===== src/rtl/ram_ctrl_pkg.sv =====
// Shared types for the single-port RAM controller: FSM state encoding
// and the depth helper used to size the array and the clear counter.
package ram_ctrl_pkg;

    typedef enum logic [1:0] {
        ST_IDLE  = 2'd0,
        ST_CLEAR = 2'd1,
        ST_SCAN  = 2'd2
    } state_e;

    function automatic int unsigned ram_depth(input int unsigned aw);
        return 32'd1 << aw;
    endfunction

endpackage


===== src/rtl/ram_ctrl_sp_if.sv =====
// Access bus of ram_ctrl_sp: request/write strobes in, read data and status out.
// RAM_CTRL_SCAN_EN adds the scan request line.
interface ram_ctrl_sp_if #(
    parameter int DATA_W = 4,
    parameter int ADDR_W = 5
);

    logic              req;
    logic              we;
    logic [ADDR_W-1:0] addr;
    logic [DATA_W-1:0] wdata;
    logic              clr;
    logic [DATA_W-1:0] rdata;
    logic              rvalid;
    logic              busy;
    logic              clr_done;
    logic [ADDR_W-1:0] scan_addr;
`ifdef RAM_CTRL_SCAN_EN
    logic              scan;

    modport master (
        output req, we, addr, wdata, clr, scan,
        input  rdata, rvalid, busy, clr_done, scan_addr
    );

    modport slave (
        input  req, we, addr, wdata, clr, scan,
        output rdata, rvalid, busy, clr_done, scan_addr
    );
`else
    modport master (
        output req, we, addr, wdata, clr,
        input  rdata, rvalid, busy, clr_done, scan_addr
    );

    modport slave (
        input  req, we, addr, wdata, clr,
        output rdata, rvalid, busy, clr_done, scan_addr
    );
`endif

endinterface


===== src/rtl/ram_sp.sv =====
// Plain synchronous single-port array, read-first, no reset on contents,
// written so synthesis maps it onto block RAM.
module ram_sp
    import ram_ctrl_pkg::*;
#(
    parameter int DATA_W = 4,
    parameter int ADDR_W = 5
) (
    input  logic              clock,
    input  logic              we,
    input  logic [ADDR_W-1:0] addr,
    input  logic [DATA_W-1:0] wdata,
    output logic [DATA_W-1:0] rdata
);

    localparam int unsigned DEPTH = ram_depth(ADDR_W);

    logic [DATA_W-1:0] mem_q [DEPTH];

    always_ff @(posedge clock) begin
        if (we) begin
            mem_q[addr] <= wdata;
        end
        rdata <= mem_q[addr];
    end

endmodule


===== src/rtl/ram_ctrl_sp.sv =====
// Single-port RAM controller: reads/writes, FSM bulk clear and, with
// RAM_CTRL_SCAN_EN, a free-running scan read of the whole array.
module ram_ctrl_sp
    import ram_ctrl_pkg::*;
#(
    parameter int              DATA_W  = 4,
    parameter int              ADDR_W  = 5,
    parameter logic [DATA_W-1:0] CLR_VAL = '0
) (
    input logic          clock,
    input logic          resetn,
    ram_ctrl_sp_if.slave bus
);

    localparam logic [ADDR_W-1:0] LAST_ADDR =
        ADDR_W'(ram_depth(ADDR_W) - 1);

    state_e            state_q, state_d;
    logic [ADDR_W-1:0] cnt_q, cnt_d;
    logic              rvalid_q, rvalid_d;
    logic              clr_done_q, clr_done_d;
    logic [DATA_W-1:0] hold_q, hold_d;

    logic              mem_we;
    logic [ADDR_W-1:0] mem_addr;
    logic [DATA_W-1:0] mem_wdata;
    logic [DATA_W-1:0] mem_rdata;

`ifdef RAM_CTRL_SCAN_EN
    logic [ADDR_W-1:0] scan_addr_q, scan_addr_d;
`endif

    ram_sp #(
        .DATA_W (DATA_W),
        .ADDR_W (ADDR_W)
    ) u_ram (
        .clock (clock),
        .we    (mem_we),
        .addr  (mem_addr),
        .wdata (mem_wdata),
        .rdata (mem_rdata)
    );

    always_comb begin
        state_d    = state_q;
        cnt_d      = cnt_q;
        rvalid_d   = 1'b0;
        clr_done_d = 1'b0;
        hold_d     = rvalid_q ? mem_rdata : hold_q;
        mem_we     = 1'b0;
        mem_addr   = bus.addr;
        mem_wdata  = bus.wdata;
`ifdef RAM_CTRL_SCAN_EN
        scan_addr_d = scan_addr_q;
`endif
        unique case (state_q)
            ST_IDLE: begin
                if (bus.clr) begin
                    state_d = ST_CLEAR;
                    cnt_d   = '0;
                end
`ifdef RAM_CTRL_SCAN_EN
                else if (bus.scan) begin
                    state_d = ST_SCAN;
                end
`endif
                else if (bus.req) begin
                    mem_we   = bus.we;
                    rvalid_d = !bus.we;
                end
            end
            ST_CLEAR: begin
                mem_we    = 1'b1;
                mem_addr  = cnt_q;
                mem_wdata = CLR_VAL;
                cnt_d     = cnt_q + 1'b1;
                if (cnt_q == LAST_ADDR) begin
                    state_d    = ST_IDLE;
                    clr_done_d = 1'b1;
                end
            end
`ifdef RAM_CTRL_SCAN_EN
            ST_SCAN: begin
                // Dropping scan ends the sweep; the last read's
                // rvalid is already on the bus this cycle.
                if (bus.scan) begin
                    mem_addr    = scan_addr_q;
                    rvalid_d    = 1'b1;
                    scan_addr_d = scan_addr_q + 1'b1;
                end else begin
                    state_d = ST_IDLE;
                end
            end
`endif
            default: begin
                state_d = ST_IDLE;
            end
        endcase
        // A reset edge must not disturb the array, even mid-clear.
        if (!resetn) begin
            mem_we = 1'b0;
        end
    end

    always_ff @(posedge clock) begin
        if (!resetn) begin
            state_q    <= ST_IDLE;
            cnt_q      <= '0;
            rvalid_q   <= 1'b0;
            clr_done_q <= 1'b0;
            hold_q     <= '0;
        end else begin
            state_q    <= state_d;
            cnt_q      <= cnt_d;
            rvalid_q   <= rvalid_d;
            clr_done_q <= clr_done_d;
            hold_q     <= hold_d;
        end
    end

`ifdef RAM_CTRL_SCAN_EN
    always_ff @(posedge clock) begin
        if (!resetn) begin
            scan_addr_q <= '0;
        end else begin
            scan_addr_q <= scan_addr_d;
        end
    end

    assign bus.scan_addr = scan_addr_q;
`else
    assign bus.scan_addr = '0;
`endif

    assign bus.rdata    = rvalid_q ? mem_rdata : hold_q;
    assign bus.rvalid   = rvalid_q;
    assign bus.busy     = (state_q != ST_IDLE);
    assign bus.clr_done = clr_done_q;

endmodule

===== src/flat_wrapper.sv =====
// flat-port wrapper written by rule: the top's interface ports become plain ports
module ram_ctrl_sp_flat import ram_ctrl_pkg::*;
#(
    parameter int              DATA_W  = 4,
    parameter int              ADDR_W  = 5,
    parameter logic [DATA_W-1:0] CLR_VAL = '0
)
  (clock, resetn, bus_req, bus_we, bus_addr, bus_wdata, bus_clr, bus_rdata, bus_rvalid, bus_busy, bus_clr_done, bus_scan_addr);
  ram_ctrl_sp_if #(.DATA_W(DATA_W), .ADDR_W(ADDR_W)) bus_i ();
  input logic clock;
  input logic resetn;
  input wire logic [$bits(bus_i.req)-1:0] bus_req;
  input wire logic [$bits(bus_i.we)-1:0] bus_we;
  input wire logic [$bits(bus_i.addr)-1:0] bus_addr;
  input wire logic [$bits(bus_i.wdata)-1:0] bus_wdata;
  input wire logic [$bits(bus_i.clr)-1:0] bus_clr;
  output wire logic [$bits(bus_i.rdata)-1:0] bus_rdata;
  output wire logic [$bits(bus_i.rvalid)-1:0] bus_rvalid;
  output wire logic [$bits(bus_i.busy)-1:0] bus_busy;
  output wire logic [$bits(bus_i.clr_done)-1:0] bus_clr_done;
  output wire logic [$bits(bus_i.scan_addr)-1:0] bus_scan_addr;
  assign bus_i.req = bus_req;
  assign bus_i.we = bus_we;
  assign bus_i.addr = bus_addr;
  assign bus_i.wdata = bus_wdata;
  assign bus_i.clr = bus_clr;
  assign bus_rdata = bus_i.rdata;
  assign bus_rvalid = bus_i.rvalid;
  assign bus_busy = bus_i.busy;
  assign bus_clr_done = bus_i.clr_done;
  assign bus_scan_addr = bus_i.scan_addr;
  ram_ctrl_sp #(.DATA_W(DATA_W), .ADDR_W(ADDR_W), .CLR_VAL(CLR_VAL)) u_core (.clock(clock), .resetn(resetn), .bus(bus_i));
endmodule

===== config.mk =====
export PLATFORM = sky130hd
export DESIGN_NAME = ram_ctrl_sp_flat
export DESIGN_NICKNAME = d
export VERILOG_FILES = /design/src/rtl/ram_ctrl_pkg.sv /design/src/rtl/ram_ctrl_sp_if.sv /design/src/rtl/ram_sp.sv /design/src/rtl/ram_ctrl_sp.sv /design/src/flat_wrapper.sv
export SDC_FILE = /design/constraint.sdc
export NUM_CORES = 1
export LEC_CHECK = 0
export BUFFER_PORTS_ARGS = -buffer_cell sky130_fd_sc_hd__buf_2
export CORE_MARGIN = 10
export CORE_UTILIZATION = 40
export CTS_CLUSTER_SIZE = 25
export DETAILED_ROUTE_END_ITERATION = 12
export GPL_TIMING_DRIVEN = 1
export HOLD_SLACK_MARGIN = 0.08
export PLACE_DENSITY = 0.6
export SYNTH_ARGS = -nofsm -noshare
export SYNTH_HDL_FRONTEND = slang
export SYNTH_SLANG_ARGS = --single-unit

===== constraint.sdc =====
create_clock -name clock -period 2.2 [get_ports clock]
set_input_delay 0.22 -clock clock [delete_from_list [all_inputs] [get_ports clock]]
set_output_delay 0.22 -clock clock [all_outputs]
set_load 0.02 [all_outputs]

**After elaboration in Yosys (flattened, before gate mapping)**

Memory sizes are Yosys's and may differ from the RTL's. A register that Yosys moved wholly into a read port is not among the register bits.
Cells that the tools add are included.

- Bits in writable memories: 128
- Register bits after elaboration: 13
- Input bits: 14
- Word-level logic and storage cells: 37
- Memories kept: 1

- Reductions and logical operators: 8
- Mux-type cells: 15
- Bitwise logic cells: 3
- Equality and inequality tests: 4
- Add/sub/neg operators: 1

Memory list:

| memory | words | bits a word | read ports | clocked after Yosys merged registers in | wr ports | line | RTL |
|---|---|---|---|---|---|---|---|
| u_core.u_ram.mem_q | 32 | 4 | 1 | 1 | 1 | ram_sp.sv:18 | `logic [DATA_W-1:0] mem_q [DEPTH];` |

Operators by type and width:

| cell | count |
|---|---|
| $mux 5 | 2 |
| $pmux 5 s2 | 1 |
| $mux 4 | 2 |
| $mux 1 | 6 |
| $reduce_and 2->1 | 3 |
| $add 5x1->5 const B | 1 |
| $eq 5x5->1 const B | 1 |
| $mux 2 | 2 |
| $pmux 2 s2 | 1 |
| $reduce_bool 2->1 | 2 |
| $reduce_or 4->1 | 1 |
| $not 1->1 | 3 |
| $eq 2x1->1 const B | 1 |
| $logic_not 2->1 | 1 |
| $ne 2x1->1 const B | 1 |
| $ne 2x2->1 const B | 1 |
| $pmux 1 s2 | 1 |
| $logic_not 1->1 | 1 |

**Depth between registers and ports, before layout**

Gate-level depths: netlist (run 1).

- Word-level depth: 6
- Gate-level depth with buffers: 8
- Gate-level depth less buffers: 6

**Cells and area by module**

A second synthesis (run 1) with hierarchy kept.

- Cell total of the unflattened synthesis: 386
- Area, all modules: 5,997.0 um2

Modules (own cells, without submodules):

| module | times used | cells an instance | seq. area each (um2) | area each (um2) |
|---|---|---|---|---|
| ram_sp | 1 | 318 | 3,923.8 | 5,338.9 |
| ram_ctrl_sp | 1 | 68 | 240.2 | 658.1 |

**Least setup slack after synthesis (run 1)**

No wires, ideal clock.

- Kind: register to register
- Start: register u_core.state_q[0]
- End: memory u_core.u_ram.mem_q[0][0] (data pin)
- Stages on the path, launching flop included: 5
- Arrival time: 1.719 ns
- Library setup time: 0.359 ns
- Setup slack: 0.122 ns
- Path through: dfxtp_1 > buf_6 > buf_2 > buf_1 > nor2b_1

- Cells in the longest elaborated chain, start to end: 2

RTL lines:

| element | line | RTL |
|---|---|---|
| from (decl) | ram_ctrl_sp.sv:18 | `state_e state_q, state_d;` |
| from (signal assigned) | ram_ctrl_sp.sv:113 | `state_q <= state_d;` |
| $eq 2x1->1 | ram_ctrl_sp.sv:56 | `unique case (state_q)` |
| $mux 4 | ram_ctrl_sp.sv:56 |  |
| named net u_core.mem_wdata[0] | ram_ctrl_sp.sv:26 | `logic [DATA_W-1:0] mem_wdata;` |
| to (decl) | ram_sp.sv:18 |  |

The timed path passes the listed nets, and every way through them passes these cells.

**Worst setup path after layout (run 1)**

- Start: register u_core.cnt_q[3]
- End: register u_core.u_ram.rdata[3] (read register of u_core.u_ram.mem_q)

- Cells in the longest elaborated chain, start to end: 1

RTL lines:

| element | line | RTL |
|---|---|---|
| from (decl) | ram_ctrl_sp.sv:19 | `logic [ADDR_W-1:0] cnt_q, cnt_d;` |
| from (signal assigned) | ram_ctrl_sp.sv:114 | `cnt_q <= cnt_d;` |
| $mux 5 | ram_ctrl_sp.sv:56 |  |
| to (decl) | ram_sp.sv:13 | `output logic [DATA_W-1:0] rdata` |

No other way between the ends.
A chain may end at the register's enable or synchronous reset.

==> results of run 1 <==
[cells by family (layout without fill, tap and decap cells)]
| family | Yosys count | count (layout) |
|---|---|---|
| AOI/OAI and AO/OA | 54 | 54 |
| muxes | 73 | 73 |
| buffers and inverters | 23 | 108 |
| xor gates and xnor gates | 1 | 1 |
| and+or+nand+nor | 101 | 101 |
| other | 1 | 6 |
| adders and majority gates | 2 | 2 |
| DFF | 144 | 144 |
[placed cells by master, fill, tap and decap left out, types with 3 or more instances in the layout]
master      netlist  final
o21ai_0          17     15
clkinvlp_4        0      3
mux2i_1          67     67
buf_4             6     53
edfxtp_1        128    128
o22ai_1          32     32
nand2_1           8      8
dfxtp_1          16     16
nor4bb_1          6      5
nor2b_2           0      4
nor4b_1           4      4
and2_1            5      5
nor4_1            9      8
o21ai_1           2      4
nor2_2            0      6
or3_1             4      3
a21oi_1           3      3
conb_1            1      5
mux2_2            5      5
nor2_1           44     38
clkinv_1          0      4
nor2b_1           9      5
clkbuf_16         0     17
and4b_1           4      4
clkinv_2          0      3
buf_2             5     20
nor3b_1           3      3
[layer usage]
| layer | track usage | share of wire | routed length [microns] | up-vias |
|---|---|---|---|---|
| met4 | 0.0581 | 0.016 | 206 | 0 |
| li1 | - | - | - | 1696 |
| met1 | 0.173 | 0.44 | 5850 | 1707 |
| met3 | 0.0411 | 0.069 | 902 | 10 |
| met5 | 0 | 0 | 0 | - |
| met2 | 0.205 | 0.47 | 6180 | 99 |
[state kept, by name (all words and copies together), names as in the netlist]
signal               count
u_core.state_q           1
u_core.hold_q            4
u_core.u_ram.rdata       4
u_core.cnt_q             5
u_core.bus.clr_done      1
u_core.bus.rvalid        1
u_core.u_ram.mem_q     128
[worst max-delay path: stages (launching register included)]
cell and delay (ns):
dfxtp_1 0.60, and4b_1 0.28, o21ai_0 0.26, buf_4 0.19
o22ai_1 0.11, nor4_1 0.43, nand2_1 0.10
[repair_timing]
| action | 4_1_cts | 5_1_grt |
|---|---|---|
| pin swaps | 0 | 0 |
| hold buffers | 2 | 0 |
| endpoints found under the setup margin | 1 | 44 |
| resized for setup | 1 | 10 |
| endpoints found under the hold margin | 1 | 0 |
| setup buffers | 0 | 1 |
[path summary, 6_finish.rpt]
path                                       start               endpoint  depth (start not counted)
worst max-delay path             u_core.cnt_q[3]  u_core.u_ram.rdata[3]                          6
worst min register to register  u_core.hold_q[1]       u_core.hold_q[1]                          2
worst min-delay path                      resetn      u_core.state_q[0]                          3
worst max register to register   u_core.cnt_q[3]  u_core.u_ram.rdata[3]                          6
[area by class of cell]
class | count | area [sq um]
antenna | 1 | 2.50
clock buffer | 19 | 433
clock inverter | 13 | 121
fill | 1233 | 7340
multi-input combinational | 236 | 1700
sequential | 144 | 4160
tap | 184 | 230
timing repair buffer | 76 | 538
[power groups by stage]
stage	combinational, uW	sequential, uW	clock, uW
floorplan	271	3080	0
global placement	425	3080	0
detailed placement	431	3090	0
CTS	435	3030	2720
global route	472	3030	2870
finish	434	3030	2680
[stage by stage]
stage	power [uW]	hold WS (ns)	TNS, ns	setup slack (ns)	std cells
6_report	6140	0.151	0	0.102	673
5_1_grt	6370	0.156	-0.197	-0.0326	672
4_1_cts	6190	0.128	0	0.0629	671
3_5_place_dp	3520	0.396	-0.0797	-0.0797	637
3_3_place_gp	3510	0.397	-0.0831	-0.0831	637
2_1_floorplan	3360	0.292	0	0.122	403
==> results.cfg, run 1 <==
[synthesis]
yosysMostFrequentCell = edfxtp_1
synth_edf_count = 128
synth-adder-area-share = 0.00420
muxShareOfSynthArea = 0.125
synth_top_family_by_area = multiplexers
synthSimpleGateAreaFrac = 0.0929
yosysWarnings = 0
synth_compound_area_frac = 0.0521
synthTopCellsByArea = edfxtp_1, mux2i_1, dfxtp_1, o22ai_1, nor2_1
yosysSeqAreaShare = 0.700
synth_xor_area_frac = 0.00147
synthDistinctLibCells = 30
netlist_area_sq_um = 5950
synth_ff_type = edfxtp_1
avgSynthCellArea_sq_um = 14.9
ys_ff_latch = 144
synthArstFlopShare = 0
synthCells = 399
ys_top_cells_by_count = edfxtp_1, mux2i_1, nor2_1
synth_top_cell_by_area = edfxtp_1
synth_top_area_frac = 0.646

[routing]
drtIter0Drc = 266
wl_per_cell_microns = 19.5
drc_errors = 0
wirelength_microns = 13100
vias = 3512
antenna_left = 0
vias_per_cell = 5.22
firstDrtPassIters = 4

[power_and_ir_drop]
p_int_uw = 4830
cellLeakagePower_uw = 0.00257
seqPwrFrac = 0.493
p_sw_frac = 0.213
combPwrFrac = 0.071
p_sw_uw = 1310
peakVddDrop_uv = 599
power_density_nw_per_um2 = 855
pwr-share-clk = 0.436

[clock_tree]
cts_tree = done
cts_root_buffer = clkbuf_16
clk_pin_slew_ns = 0.06
cts_htree_levels = 4
cts.sinks = 144
cts_buffers = 17
insertion_delay_ns = 0.42
clockBufferDepth = 2

[sta]
fin_crit_sh = 0.954
rsz0062_at_grt = yes
fin_crit_ns = 2.10
max_freq_mhz = 477
slew_viol_final = 0
fin_worst_skew_ns = 0.00971
setup_violations = 0
finalHoldViolCount = 0
maxSlewHeadroom = 0.668
worstMarginPinSlew_ns = 0.491

[critical_path]
r2r_setup_slack_ns = 0.10
start_kind = flip-flop
required_ns = 2.48
cp_max_fo = 11
cp_data_arrival_time_ns = 2.38
path_class = flip-flop to flip-flop
cp-end-kind = flip-flop

[global_route]
antenna_found_initial = 0
grt_max_degree = 33
gr-total-overflow = 0
grt_pass1_vias = 3582
grt_usage = 0.134
grt_pass1_wl_microns = 20300

[floorplan]
rows = 44
start_util = 0.410
die_w_microns = 142
die_area_sq_um = 20200
die_h_microns = 142
num_io_pins = 26
core-area_sq_um = 14500

[place]
gp_congestion = 0.864
hpwl_microns = 8930
portBuffers = 20
postPlaceCellArea_sq_um = 6570

[layout]
final_net_count = 491
final_layout_size_suffix_gt1_frac = 0.244
syn_to_final_growth_pct = 20.8
final_cell_area_sq_um = 7190
utilization = 0.495

[flow_run]
cap_violations = 0

[run_status]
status = completed

[hold_path]
hold_class = primary input to flip-flop
Power figures use the tool's default switching activity.
==> run 2, diff against run 1 <==
SETUP_SLACK_MARGIN = 0.5   (was default)
==> results.cfg, run 2 (same netlist as run 1, synthesis figures left out) <==
[place]
hpwl_microns = 9260
portBuffers = 20
gp_congestion = 0.837

[critical_path]
required_ns = 2.51
r2r_start = u_core.state_q[0]
cp_max_fo = 7
cp-end-kind = flip-flop
r2r_setup_slack_ns = 0.22
start_kind = flip-flop
path_class = flip-flop to flip-flop
cp_data_arrival_time_ns = 2.29
r2r_cells = 7
worstReg2RegEnd = u_core.u_ram.rdata[1]

[layout]
final_cell_mix = edfxtp_1, mux2i_1, buf_4, nor2_4, o22ai_1
fillers = 1193
final_net_count = 491
reg_top3 = u_core.u_ram.mem_q x128, u_core.cnt_q x5
regArea_sq_um = 4170
final_layout_size_suffix_gt1_frac = 0.406
final_common_cell = edfxtp_1
syn_to_final_growth_pct = 31.6
largest-register = u_core.u_ram.mem_q
multi_input_area_sq_um = 2210
largest_reg_flops = 128

[sta]
finalHoldViolCount = 0
fin_tns_setup_ns = 0
slew_viol_final = 0
fin_crit_sh = 0.899
holdWs_ns = 0.0976
setup_violations = 0
maxSlewHeadroom = 0.652
worstMarginPinSlew_ns = 0.521
fin_crit_ns = 1.98
max_freq_mhz = 506
fin_worst_skew_ns = 0.00979
rsz0062_at_grt = yes

[routing]
vias_per_cell = 5.38
antenna_left = 0
drc_errors = 0
vias = 3621
firstDrtPassIters = 4
drtIter0Drc = 255
wirelength_microns = 14200
wl_per_cell_microns = 21.1

[floorplan]
core-area_sq_um = 14500
num_io_pins = 26
die_w_microns = 142
rows = 44
start_util = 0.410
die_h_microns = 142
die_area_sq_um = 20200

[hold_path]
hold_class = primary input to flip-flop
min_from = resetn
whs_path_depth = 3
min_to = u_core.state_q[0]

[clock_tree]
cts_buffers = 17
cts_tree = done
clk_pin_slew_ns = 0.06
cts_htree_levels = 4
clockBufferDepth = 2
cts_root_buffer = clkbuf_16
cts.sinks = 144
insertion_delay_ns = 0.42

[power_and_ir_drop]
peakVddDrop_uv = 789
power_density_nw_per_um2 = 825
cellLeakagePower_uw = 0.00269

[flow_run]
cap_violations = 0

[global_route]
grt_max_degree = 33
grt_usage = 0.145
grt_pass1_vias = 3729
antenna_found_initial = 0
grt_pass1_wl_microns = 21800
gr-total-overflow = 0

[run_status]
status = completed
run 2: worst max-delay path, cell delays in order, from the launching register on:
cell and delay, ns:
dfxtp_4 0.42, mux2_4 0.40, buf_6 0.17, mux2i_1 0.21, o22ai_2 0.13, nor4_2 0.32
buf_4 0.16, nand2_1 0.04
run 2: stage by stage:
step           setup WS [ns]  std cells  power, uW  area [sq um]   util
2_1_floorplan          0.368        403       3400          6310      -
3_3_place_gp         -0.0156        619       3550          6730  0.463
3_5_place_dp        -0.00865        619       3560          6730  0.463
4_1_cts                0.230        664       6460          7560  0.520
5_1_grt                0.148        672       6690          7830  0.539
6_report               0.222        673       6460          7830  0.539
run 2: how the worst max path moves through the flow:
stage / from / to / cells after the start
global placement: u_core.cnt_q[2] / u_core.u_ram.rdata[3] / 5
CTS: u_core.state_q[0] / u_core.u_ram.rdata[0] / 7
global route: u_core.state_q[0] / u_core.u_ram.rdata[2] / 7
finish: u_core.state_q[0] / u_core.u_ram.rdata[1] / 7
floorplan: u_core.state_q[0] / u_core.u_ram.mem_q[0][0] / 5
detailed placement: u_core.cnt_q[2] / u_core.u_ram.rdata[2] / 6
run 2: cell type report:
class / instances / area share
Antenna cell: 1 / 0.000320
Clock buffer: 17 / 0.0543
Timing Repair Buffer: 74 / 0.0788
Multi-Input combinational cell: 238 / 0.283
Sequential cell: 144 / 0.533
Tap cell: 184 / 0.0294
Clock inverter: 15 / 0.0216
run 2: metal layers:
metal,vias to the layer above,part of all wire,GRT usage
met2,93,0.49,0.226
met4,0,0.021,0.0586
li1,1709,-,-
met5,-,0,0
met3,25,0.059,0.0441
met1,1794,0.43,0.185
run 2: timing repair:
action                                 CTS  global route
endpoints found under the hold margin    1             0
setup endpoints to repair              132           133
buffers inserted                        10             7
resized for setup                       36            45
hold buffers                             2             0
gates cloned                             1             1
pin swaps                               11            17
run 2: where the power goes:
| part | total (uW) | switching (uW) | leakage, uW | internal, uW |
|---|---|---|---|---|
| Sequential | 3040 | 22.3 | 0.00130 | 3020 |
| Combinational | 577 | 323 | 0.00112 | 254 |
| Clock | 2850 | 1080 | 0.000278 | 1770 |
| Total | 6460 | 1420 | 0.00269 | 5040 |
